$ cat config.mk
export PLATFORM = sky130hd
export DESIGN_NAME = fpu_job_sequencer
export DESIGN_NICKNAME = d
export VERILOG_FILES = /design/src/rtl/fpu_job_sequencer.sv
export SDC_FILE = /design/constraint.sdc
export NUM_CORES = 1
export LEC_CHECK = 0
export CORE_UTILIZATION = 45
export DETAILED_ROUTE_END_ITERATION = 7
export GPL_ROUTABILITY_DRIVEN = 0
export PLACE_DENSITY = 0.76
export REMOVE_ABC_BUFFERS = 1
export SYNTH_ARGS = -nofsm -noshare
export SYNTH_HDL_FRONTEND = slang
export SYNTH_SLANG_ARGS = --single-unit
$ cat constraint.sdc
create_clock -name clk -period 1.65 [get_ports clk]
set_input_delay 0.165 -clock clk [delete_from_list [all_inputs] [get_ports clk]]
set_output_delay 0.165 -clock clk [all_outputs]
set_load 0.005 [all_outputs]
$ cat src/rtl/fpu_job_sequencer.sv
// -----------------------------------------------------------------------------
// fpu_job_sequencer
//
// Control FSM between the host control interface and the per-unit
// operand/output registers. A rising edge on the host doorbell starts a job.
// The FSM then emits one issue pulse per lane: one lane for a scalar job, or
// fpu_simd_no_op+1 lanes for a SIMD job. After each issue it waits for the
// unit's ready pulse, accumulates the flags and enforces a per-lane timeout.
// At job end it raises fpu_ready, requests a doorbell clear and optionally
// pulses the interrupt.
//
// Ports
//   clk              clock, rising edge
//   reset            asynchronous active-high reset
//   fpu_rst_w        synchronous soft reset, overrides every other input
//   fpu_en           FPU enable, only looked at on a doorbell edge
//   fpu_doorbell_w   host doorbell level
//   fpu_int_en       interrupt enable, sampled on entry to DONE
//   fpu_simd         SIMD job select, latched at start
//   fpu_simd_no_op   SIMD lane count minus one, latched at start
//   unit_ready       ready pulse from the selected unit
//   unit_flags       {invalid, overflow, underflow, inexact}, qualified by ready
//   issue            one-cycle issue pulse to the operand register
//   lane_sel         current lane index
//   busy             high while in ISSUE or WAIT
//   fpu_ready        job-complete level
//   fpu_doorbell_r   one-cycle doorbell clear request
//   fpu_interrupt_w  one-cycle completion interrupt
//   job_flags        sticky OR of unit_flags over the job
//   timeout_err      sticky, set when the job ended by timeout
// -----------------------------------------------------------------------------
module fpu_job_sequencer #(
    parameter int LANES_MAX      = 8,
    parameter int TIMEOUT_CYCLES = 64
) (
    input  logic                         clk,
    input  logic                         reset,
    input  logic                         fpu_rst_w,
    input  logic                         fpu_en,
    input  logic                         fpu_doorbell_w,
    input  logic                         fpu_int_en,
    input  logic                         fpu_simd,
    input  logic [$clog2(LANES_MAX)-1:0] fpu_simd_no_op,
    input  logic                         unit_ready,
    input  logic [3:0]                   unit_flags,
    output logic                         issue,
    output logic [$clog2(LANES_MAX)-1:0] lane_sel,
    output logic                         busy,
    output logic                         fpu_ready,
    output logic                         fpu_doorbell_r,
    output logic                         fpu_interrupt_w,
    output logic [3:0]                   job_flags,
    output logic                         timeout_err
);

    localparam int         LANE_W     = $clog2(LANES_MAX);
    localparam logic [7:0] TIMER_LAST = 8'(TIMEOUT_CYCLES - 1);

    typedef enum logic [1:0] {
        IDLE  = 2'd0,
        ISSUE = 2'd1,
        WAIT  = 2'd2,
        DONE  = 2'd3
    } state_t;

    state_t              state;
    state_t              state_nxt;
    logic                doorbell_d;
    logic                start;
    logic [LANE_W-1:0]   last_lane;
    logic [7:0]          timer;

    logic [LANE_W-1:0]   lane_nxt;
    logic [LANE_W-1:0]   last_nxt;
    logic [7:0]          timer_nxt;
    logic [3:0]          flags_nxt;
    logic                tmo_nxt;
    logic                ready_nxt;
    logic                dbr_nxt;
    logic                irq_nxt;
    logic                issue_nxt;
    logic                busy_nxt;

    // A doorbell that is already high when reset releases counts as an edge,
    // because doorbell_d comes out of reset at 0.
    assign start = fpu_doorbell_w & ~doorbell_d;

    // State register
    always_ff @(posedge clk or posedge reset) begin
        if (reset) begin
            state <= IDLE;
        end else if (fpu_rst_w) begin
            state <= IDLE;
        end else begin
            state <= state_nxt;
        end
    end

    // Next-state and next-output logic
    always_comb begin
        state_nxt = state;
        lane_nxt  = lane_sel;
        last_nxt  = last_lane;
        timer_nxt = timer;
        flags_nxt = job_flags;
        tmo_nxt   = timeout_err;
        ready_nxt = fpu_ready;
        dbr_nxt   = 1'b0;
        irq_nxt   = 1'b0;

        case (state)
            IDLE: begin
                if (start) begin
                    if (fpu_en) begin
                        state_nxt = ISSUE;
                        last_nxt  = fpu_simd ? fpu_simd_no_op : {LANE_W{1'b0}};
                        lane_nxt  = {LANE_W{1'b0}};
                        flags_nxt = 4'b0000;
                        tmo_nxt   = 1'b0;
                        ready_nxt = 1'b0;
                    end else begin
                        // Disabled FPU: still acknowledge so the host does not hang.
                        dbr_nxt = 1'b1;
                    end
                end else begin
                    state_nxt = IDLE;
                end
            end
            ISSUE: begin
                timer_nxt = 8'd0;
                state_nxt = WAIT;
            end
            WAIT: begin
                // A ready in the same cycle as the timeout condition wins.
                if (unit_ready) begin
                    flags_nxt = job_flags | unit_flags;
                    if (lane_sel == last_lane) begin
                        state_nxt = DONE;
                    end else begin
                        lane_nxt  = lane_sel + LANE_W'(1);
                        state_nxt = ISSUE;
                    end
                end else begin
                    timer_nxt = timer + 8'd1;
                    if (timer == TIMER_LAST) begin
                        state_nxt    = DONE;
                        tmo_nxt      = 1'b1;
                        flags_nxt[3] = 1'b1;
                    end else begin
                        state_nxt = WAIT;
                    end
                end
            end
            DONE: begin
                state_nxt = IDLE;
            end
            default: begin
                state_nxt = IDLE;
            end
        endcase

        // Completion outputs are registered on entry so they are visible in DONE.
        if (state_nxt == DONE) begin
            ready_nxt = 1'b1;
            dbr_nxt   = 1'b1;
            irq_nxt   = fpu_int_en;
        end else begin
            irq_nxt = 1'b0;
        end

        issue_nxt = (state_nxt == ISSUE);
        busy_nxt  = (state_nxt == ISSUE) || (state_nxt == WAIT);
    end

    // Datapath and output registers
    always_ff @(posedge clk or posedge reset) begin
        if (reset) begin
            doorbell_d      <= 1'b0;
            last_lane       <= {LANE_W{1'b0}};
            timer           <= 8'd0;
            lane_sel        <= {LANE_W{1'b0}};
            job_flags       <= 4'b0000;
            timeout_err     <= 1'b0;
            fpu_ready       <= 1'b0;
            fpu_doorbell_r  <= 1'b0;
            fpu_interrupt_w <= 1'b0;
            issue           <= 1'b0;
            busy            <= 1'b0;
        end else if (fpu_rst_w) begin
            doorbell_d      <= 1'b0;
            last_lane       <= {LANE_W{1'b0}};
            timer           <= 8'd0;
            lane_sel        <= {LANE_W{1'b0}};
            job_flags       <= 4'b0000;
            timeout_err     <= 1'b0;
            fpu_ready       <= 1'b0;
            fpu_doorbell_r  <= 1'b0;
            fpu_interrupt_w <= 1'b0;
            issue           <= 1'b0;
            busy            <= 1'b0;
        end else begin
            doorbell_d      <= fpu_doorbell_w;
            last_lane       <= last_nxt;
            timer           <= timer_nxt;
            lane_sel        <= lane_nxt;
            job_flags       <= flags_nxt;
            timeout_err     <= tmo_nxt;
            fpu_ready       <= ready_nxt;
            fpu_doorbell_r  <= dbr_nxt;
            fpu_interrupt_w <= irq_nxt;
            issue           <= issue_nxt;
            busy            <= busy_nxt;
        end
    end

endmodule
; Word-level counts from Yosys, hierarchy flattened
; Cells that the tools add are included.
[classes]
order_cmp = 0
n_eq_ne = 15
n_shift = 0
n_addsub = 2
n_mux = 46
multipliers = 0
n_bitwise = 3
div = 0
reduce_logical = 17
[ops]
columns = op, n
row1 = two-way mux 3 bit, 11
row2 = two-way mux 1 bit, 20
row3 = "!= test 3 bit, second input constant", 6
row4 = two-way mux 8 bit, 2
row5 = case mux 8 bit (2 select lines), 1
row6 = nonzero test 3 bit, 5
row7 = two-way mux 4 bit, 3
row8 = two-way mux 2 bit, 5
row9 = AND reduction 5 bit, 2
row10 = "adder 8 x 1 -> 8 bit, second input constant", 1
row11 = "equality test 2 bit, second input constant", 4
row12 = "equality test 8 x 6 -> 1 bit, second input constant", 1
row13 = case mux 2 bit (4 select lines), 1
row14 = case mux 4 bit (2 select lines), 1
row15 = AND reduction 4 bit, 2
row16 = case mux 3 bit (2 select lines), 1
row17 = AND reduction 3 bit, 2
row18 = nonzero test 2 bit, 3
row19 = "equality test 2 x 1 -> 1 bit, second input constant", 2
row20 = "!= test 4 bit, second input constant", 1
row21 = OR 4 bit, 1
row22 = "adder 3 x 1 -> 3 bit, second input constant", 1
row23 = equality test 3 bit, 1
row24 = zero test 2 bit, 1
row25 = 5 further kinds, 5
[word_totals]
n_memories = 0
register_bits = 27
word_cells = 96
latch_bits = 0
mem_bits_rw = 0
inputBits = 15
rom_bits = 0

; Logic depth before layout (Yosys ltp)
; Gate-level depths: netlist (run 1).
[depth]
ltp_word = 7
ltp_mapped = 8
ltp_nobuf = 7

; Worst setup path before layout (run 1)
; No wires, ideal clock.
[synth_timing]
kind = register to register
from = register state[0]
to = register lane_sel[2]
t_arrival_ns = 1.608
t_required_ns = 1.584
synth_period_minus_slack_ns = 1.674
path_slack_ns = -0.024
path_stages_with_launch = 5
cell_sequence = dfrtp_1 > or3b_4 > or4_4 > a311o_1 > nand2_1
[synth_via]
elab_chain_cells = 3
word_cells_on_any_way = 10
[synth_rtl]
columns = element, line_no
row1 = from (decl), 66  ; state_t state;
row2 = from (signal assigned), 95  ; state <= state_nxt;
row3 = equality test 2 bit / zero test 2 bit (equally long branches), 111  ; case (state)
row4 = != test 3 bit (no line) (tied with other cells), --
row5 = AND reduction 5 bit (no line) / two-way mux 3 bit (equally long branches), --
row6 = to (signal assigned), 181  ; lane_sel <= {LANE_W{1'b0}};
row7 = to (signal assigned), 193  ; lane_sel <= {LANE_W{1'b0}};
row8 = to (signal assigned), 205  ; lane_sel <= lane_nxt;
row9 = to (decl), 47  ; output logic [$clog2(LANES_MAX)-1:0] lane_sel,
; Several ways; a longest one is shown, not always the timed one.
; A chain may end at the register's enable or synchronous reset.

; Worst setup path after layout (run 1)
; Ends and elaborated chain as after synthesis.

==> flow_summary.json, run 1 <==
{
  "clock_latency_ps": 330,
  "required_ps": 1930,
  "fin_crit_ps": 1650,
  "num_antenna_cells": 0,
  "vdd_drop_max_mv": 0.441,
  "vias_per_cell": 5.47,
  "dp_slack_ps": -291,
  "grt_usage_pct": 22.4,
  "yosys_warnings": 0,
  "io_buffers": 27,
  "grt.overflow.total": 0,
  "fin_ws_ps": 3.30,
  "slowest_stage": "dfrtp_1",
  "synth_edf_count": 0,
  "synth_top_family_by_area": "simple AND/OR/NAND/NOR gates",
  "relSlewSlack_pct": 76.7,
  "antenna_found_initial": 0,
  "clkTransAtPathRegs_ps": 150,
  "rsz0062_at_grt": "true",
  "synth.distinct_cells": 43,
  "cts_max_level": 1,
  "violations": "design-rule violations",
  "hold_class": "in2async",
  "seqPwrFrac_pct": 55.2,
  "synth-xor-area-share_pct": 4.37,
  "ys.flop_type": "dfrtp_1",
  "p_leak_uw": 0.000994,
  "syn_avg_cell_area_sq_um": 9.35,
  "ioPinCount": 28,
  "final_antenna_net_count": 0,
  "p_comb_share_pct": 21.7,
  "drt-initial-drc-count": 39,
  "place_area_sq_mm": 0.00193,
  "hpwl_mm": 2.64,
  "cp.arrival_ps": 1920,
  "power.internal_uw": 925,
  "grt_start_max_net_pins": 28,
  "grt_pass1_vias": 1263,
  "slew_violations": 0,
  "switching_power_uw": 331,
  "final_nets": 232,
  "worstSetupPathType": "reg2reg",
  "pwr-share-clk_pct": 23.1,
  "core_area_sq_mm": 0.00285,
  "postSynthCellCount": 150,
  "wl_per_cell_um": 14.7,
  "clk_path_buf_depth": 2,
  "layout_worst_path_cycle_share_pct": 99.8,
  "path_cells": "or3b_4 -> or4_4 -> a311o_1 -> nand2_1",
  "finalClockSkew_ps": 6.63,
  "start_util_pct": 49.2,
  "synth-compound-area-share_pct": 12.6,
  "critPathMaxStageDelay_ps": 440,
  "die_h_um": 57.8,
  "drtPass1Iterations": 6,
  "rows": 19,
  "synthArstFlopShare_pct": 100,
  "worst_pin_slew_ps": 349,
  "dieArea_sq_mm": 0.00334,
  "muxShareOfSynthArea_pct": 1.52,
  "cp-start-kind": "flip-flop",
  "switching_share_pct": 26.4,
  "status": "finished with violations",
  "crit_fanout": 2,
  "cts_root_buf": "clkbuf_4",
  "drive_gt1_share_pct": 29.2,
  "timing.fmax_ghz": 0.607,
  "whs_ps": 177,
  "vias": 1330,
  "grt_pass1_wl_mm": 5.77,
  "hold_viol": 0,
  "routed_wl_mm": 3.58,
  "cts_buffers": 3,
  "cts_tree": "yes",
  "synth_area_sq_mm": 0.00140,
  "drc_errors": 1,
  "fin_setup_tns_ps": 0,
  "yosys.area_share.adder_pct": 3.57,
  "yosysSeqAreaShare_pct": 48.2,
  "maxCapViolCount": 0,
  "synthSimpleGateAreaFrac_pct": 24.6,
  "setup_viol": 0,
  "cts_sinks": 27,
  "powerDensity_mw_per_mm2": 597,
  "stdcell_area_sq_mm": 0.00210,
  "end_kind": "flip-flop",
  "die_w_um": 57.8,
  "area_delta_synth_final_pct": 50.0,
  "synth-seq-cells": 27
}
-- timing repair --
item / CTS / global route
gates resized for setup: 11 / 14
hold buffers: 0 / 0
gates cloned: 0 / 0
endpoints found under the hold margin: 0 / 0
pin swaps: 5 / 5
setup endpoints to repair: 8 / 19
setup buffers: 0 / 3
-- synthesized netlist by cell type, drive strengths merged, types with 2 or more instances --
cell type	count	area share [%]
nand2b	2	0.89
nor2	17	4.5
nor3	5	1.8
nand3b	2	1.1
xnor2	3	1.9
nor2b	3	1.3
ha	4	3.6
buf	3	1.7
a31oi	2	0.89
clkbuf	3	0.80
or3	2	0.89
nand2	14	3.7
or3b	2	1.4
xor2	4	2.5
a21oi	15	5.4
o21a	2	1.1
dfrtp	27	48
nand3	5	1.8
o21ai	2	0.71
inv	10	2.7
nor4	2	0.89
nand4	3	1.3
-- metal layers --
metal	vias up	GRT usage [%]	wire length (um)
li1	644	-	-
met4	0	6.12	44
met2	34	38.6	1760
met1	647	30.4	1610
met5	-	0	0
met3	5	2.23	165
-- worst paths after layout --
kind,cells after the start,endpoint,start,slack (ps)
min in group clk,3,last_lane[0]$_DFFE_PP0P_,fpu_simd_no_op[0],400
max in group asynchronous,3,job_flags[3]$_DFFE_PP0P_,reset,1220
max reg2reg,4,lane_sel[2]$_DFFE_PP0P_,state[0]$_DFF_PP0_,3
min,3,fpu_interrupt_w$_DFF_PP0_,reset,180
max,4,lane_sel[2]$_DFFE_PP0P_,state[0]$_DFF_PP0_,3
min reg2reg,2,job_flags[1]$_DFFE_PP0P_,job_flags[1]$_DFFE_PP0P_,530
-- layout make-up --
cell class                      count  area [sq um]
Multi-Input combinational cell    107           774
Fill cell                         200           748
Sequential cell                    27           676
Timing Repair Buffer               64           552
Tap cell                           31          38.8
Inverter                           10          37.5
Clock buffer                        4          26.3
-- through the flow --
step	utilization (%)	instances	power (uW)
final	73.8	243	1260
after global routing	73.8	243	1310
after CTS	70.4	240	1250
after detailed placement	67.7	236	960
after global placement	67.7	236	952
after floorplan	-	144	798
-- cells by family (layout without fill, tap and decap cells) --
logic type | Yosys count | after routing
mux | 2 | 2
fa+ha+maj | 4 | 4
flops | 27 | 27
buf+inv | 16 | 78
simple gates | 65 | 65
compound gates | 29 | 29
xor+xnor | 7 | 7
-- power groups by stage --
| stage | combinational (uW) | clock (uW) | sequential, uW |
|---|---|---|---|
| 6_report | 272 | 290 | 694 |
| 3_3_place_gp | 248 | 0 | 704 |
| 5_1_grt | 297 | 318 | 696 |
| 4_1_cts | 261 | 294 | 693 |
| 3_5_place_dp | 255 | 0 | 705 |
| 2_1_floorplan | 87.4 | 0 | 711 |
-- cell usage in the layout, fill, tap and decap left out, types with 2 or more instances in the layout --
| master | n |
|---|---|
| nand2_1 | 13 |
| o21ai_0 | 2 |
| xor2_2 | 3 |
| a31oi_1 | 2 |
| nor2b_1 | 3 |
| nor2_1 | 17 |
| nand3_1 | 4 |
| a21oi_2 | 3 |
| nor3_1 | 4 |
| or3b_4 | 2 |
| clkdlybuf4s50_1 | 27 |
| xnor2_1 | 3 |
| nand2b_1 | 2 |
| dfrtp_1 | 27 |
| clkbuf_4 | 3 |
| nand3b_1 | 2 |
| ha_1 | 3 |
| inv_1 | 9 |
| nor4_4 | 2 |
| o21a_1 | 2 |
| nand4_1 | 3 |
| buf_4 | 36 |
| a21oi_1 | 12 |
-- worst max-delay path: cells and delay by family (launching register included) --
family,cells,cell delay [ps]
compound gates,1,280
flops,1,440
simple gates,3,890
-- sequential cells by signal, summed over array words and instances, names as in the netlist --
| name | count |
|---|---|
| timer | 8 |
| busy | 1 |
| timeout_err | 1 |
| last_lane | 3 |
| lane_sel | 3 |
| job_flags | 4 |
| fpu_doorbell_r | 1 |
| issue | 1 |
| fpu_ready | 1 |
| fpu_interrupt_w | 1 |
| doorbell_d | 1 |
| state | 2 |
No activity file was read; power rests on OpenSTA's default activity.
==> run 2: changes to the inputs <==
- CORE_UTILIZATION: 45 -> 54
- PLACE_DENSITY: 0.76 -> 0.85
- clock period: 1.65 -> 1.92 ns (I/O delays scaled with it)
==> run 2 against run 1 <==
  * The run now ends clean
  * Cell area is 14% lower
  * Global-route usage is 5.2 points higher
  * Fmax is 11% lower
  * Critical path type unchanged
  * Cell count decreased by 9.9%
  * Clock power shrank 13%
  * Sequential share of layout area grew 5.2 points
  * Largest cell class is now registers
  * First-iteration DRC count increased by 72%
  * Utilization increased by 0.13 points
  * Worst setup slack improved by 64 ps
  * Clock-buffer cell count stayed put
  * Die area is 16% lower
  * Critical path depth is 1 higher
==> flow_summary.json, run 2 (synthesis results as in run 1) <==
{
  "p_comb_share_pct": 18.3,
  "worst_setup_path_startpoint": "state[0]$_DFF_PP0_",
  "vias": 1274,
  "timing.fmax_ghz": 0.540,
  "most-common-layout-cells": "27 x clkdlybuf4s50_1, 26 x dfrtp_1, 17 x nor2_1",
  "finalClockSkew_ps": 3.47,
  "cts_max_level": 1,
  "grt_pass1_vias": 1302,
  "switching_share_pct": 26.6,
  "dieArea_sq_mm": 0.00281,
  "wl_per_cell_um": 15.7,
  "clock_latency_ps": 330,
  "grt_usage_pct": 27.6,
  "rsz0062_at_grt": "false",
  "slowest_stage": "or3b_1",
  "vdd_drop_max_mv": 0.509,
  "required_ps": 2150,
  "start_util_pct": 57.1,
  "setup_viol": 0,
  "layout_worst_path_cycle_share_pct": 96.5,
  "fin_setup_tns_ps": 0,
  "drc_errors": 0,
  "cts_tree": "yes",
  "die_w_um": 53.0,
  "end_kind": "flip-flop",
  "vias_per_cell": 5.82,
  "status": "completed",
  "cp.arrival_ps": 2080,
  "final_antenna_net_count": 0,
  "relSlewSlack_pct": 65.9,
  "crit_fanout": 7,
  "rows": 18,
  "layout_commonest_cell": "clkdlybuf4s50_1",
  "cp-start-kind": "flip-flop",
  "worst_pin_slew_ps": 505,
  "cts_buffers": 3,
  "hold_class": "in2async",
  "cts_root_buf": "clkbuf_4",
  "drive_gt1_share_pct": 12.2,
  "power.internal_uw": 765,
  "grt_start_max_net_pins": 28,
  "worstSetupPathType": "reg2reg",
  "pwr-share-clk_pct": 24.2,
  "fin_crit_ps": 1850,
  "grt_pass1_wl_mm": 5.58,
  "num_antenna_cells": 0,
  "fill_cells": 177,
  "drtPass1Iterations": 4,
  "r2r_cells": 5,
  "largest_reg_flops": 8,
  "critPathMaxStageDelay_ps": 500,
  "reg.largest.list": "timer: 8 flops, job_flags: 4 flops",
  "slew_violations": 0,
  "path_cells": "buf_4 -> or3b_1 -> nor4_1 -> xnor2_1 -> nor2_1",
  "r2r_slack_ps": 70,
  "final_nets": 209,
  "endpoint": "timer[7]$_DFFE_PP0P_",
  "r2r-end": "timer[7]$_DFFE_PP0P_",
  "seqPwrFrac_pct": 57.4,
  "grt.overflow.total": 0,
  "antenna_found_initial": 0,
  "clk_path_buf_depth": 2,
  "ioPinCount": 28,
  "p_leak_uw": 0.000835,
  "switching_power_uw": 277,
  "hpwl_mm": 2.50,
  "die_h_um": 53.0,
  "core_area_sq_mm": 0.00245,
  "powerDensity_mw_per_mm2": 574,
  "io_buffers": 27,
  "clkTransAtPathRegs_ps": 150,
  "cts_setup_buffers": 0,
  "drt-initial-drc-count": 67,
  "worstReg2RegStart": "state[0]$_DFF_PP0_",
  "hold_viol": 0,
  "regMostFlops": "timer",
  "maxCapViolCount": 0,
  "cts_sinks": 27,
  "routed_wl_mm": 3.44,
  "power_uw": 1040,
  "area_delta_synth_final_pct": 29.3
}
[run 2: cell types whose count changed in the layout (fill, tap and decap cells not counted), moves of 2 or more]
cell / delta
xor2_1: +3
a21oi_2: -3
a21oi_1: +3
buf_4: -22
nor4_4: -2
xor2_2: -3
[run 2: power groups by stage]
stage	Combinational, uW	Sequential, uW	Clock (uW)
CTS	190	598	252
detailed placement	188	609	0
floorplan	75.1	611	0
finish	191	598	253
global route	210	600	272
global placement	181	608	0
[run 2: timing repair]
item                       4_1_cts  5_1_grt
resized for setup                0        2
hold buffers                     0        0
hold endpoints to repair         0        0
setup endpoints to repair        0        4
[run 2: layer usage]
metal	GRT usage, %	share of wire [%]
met1	32.8	39
met2	48.9	53
met3	4.02	6.0
met4	11.8	2.1
met5	0	0
[run 2: critical path: cells and delay by family, from the launching register on]
family,cells,cell delay (ps)
DFF,1,440
xor gates and xnor gates,1,190
buffers and inverters,1,170
and+or+nand+nor,3,960
[run 2: layout make-up]
cell class | instances | area [sq um] | share of cell area, %
sequential | 27 | 677 | 37.3
multi-input combinational | 107 | 661 | 36.4
timing repair buffer | 41 | 375 | 20.7
inverter | 10 | 37.5 | 2.07
tap | 30 | 37.5 | 2.07
clock buffer | 4 | 26.3 | 1.45
[run 2: worst min path at each step]
stage                                   from                         to  slack, ps  cells after the start
global placement    job_flags[0]$_DFFE_PP0P_   job_flags[0]$_DFFE_PP0P_        480                      2
floorplan                              reset             busy$_DFF_PP0_        240                      1
detailed placement  job_flags[0]$_DFFE_PP0P_   job_flags[0]$_DFFE_PP0P_        490                      2
global route                           reset   fpu_doorbell_r$_DFF_PP0_        250                      3
CTS                                    reset  fpu_interrupt_w$_DFF_PP0_        230                      3
finish                                 reset  fpu_interrupt_w$_DFF_PP0_        210                      3
[run 2: stage by stage]
| stage | cells | setup WS [ps] | util (%) | hold slack [ps] | area (sq um) |
|---|---|---|---|---|---|
| floorplan | 144 | 139 | - | 245 | 1370 |
| global route | 219 | 20.4 | 73.9 | 252 | 1810 |
| finish | 219 | 67.3 | 73.9 | 211 | 1810 |
| CTS | 219 | 74.9 | 73.6 | 225 | 1810 |
| global placement | 215 | 29.9 | 72.5 | 484 | 1780 |
| detailed placement | 215 | -43.6 | 72.5 | 494 | 1780 |
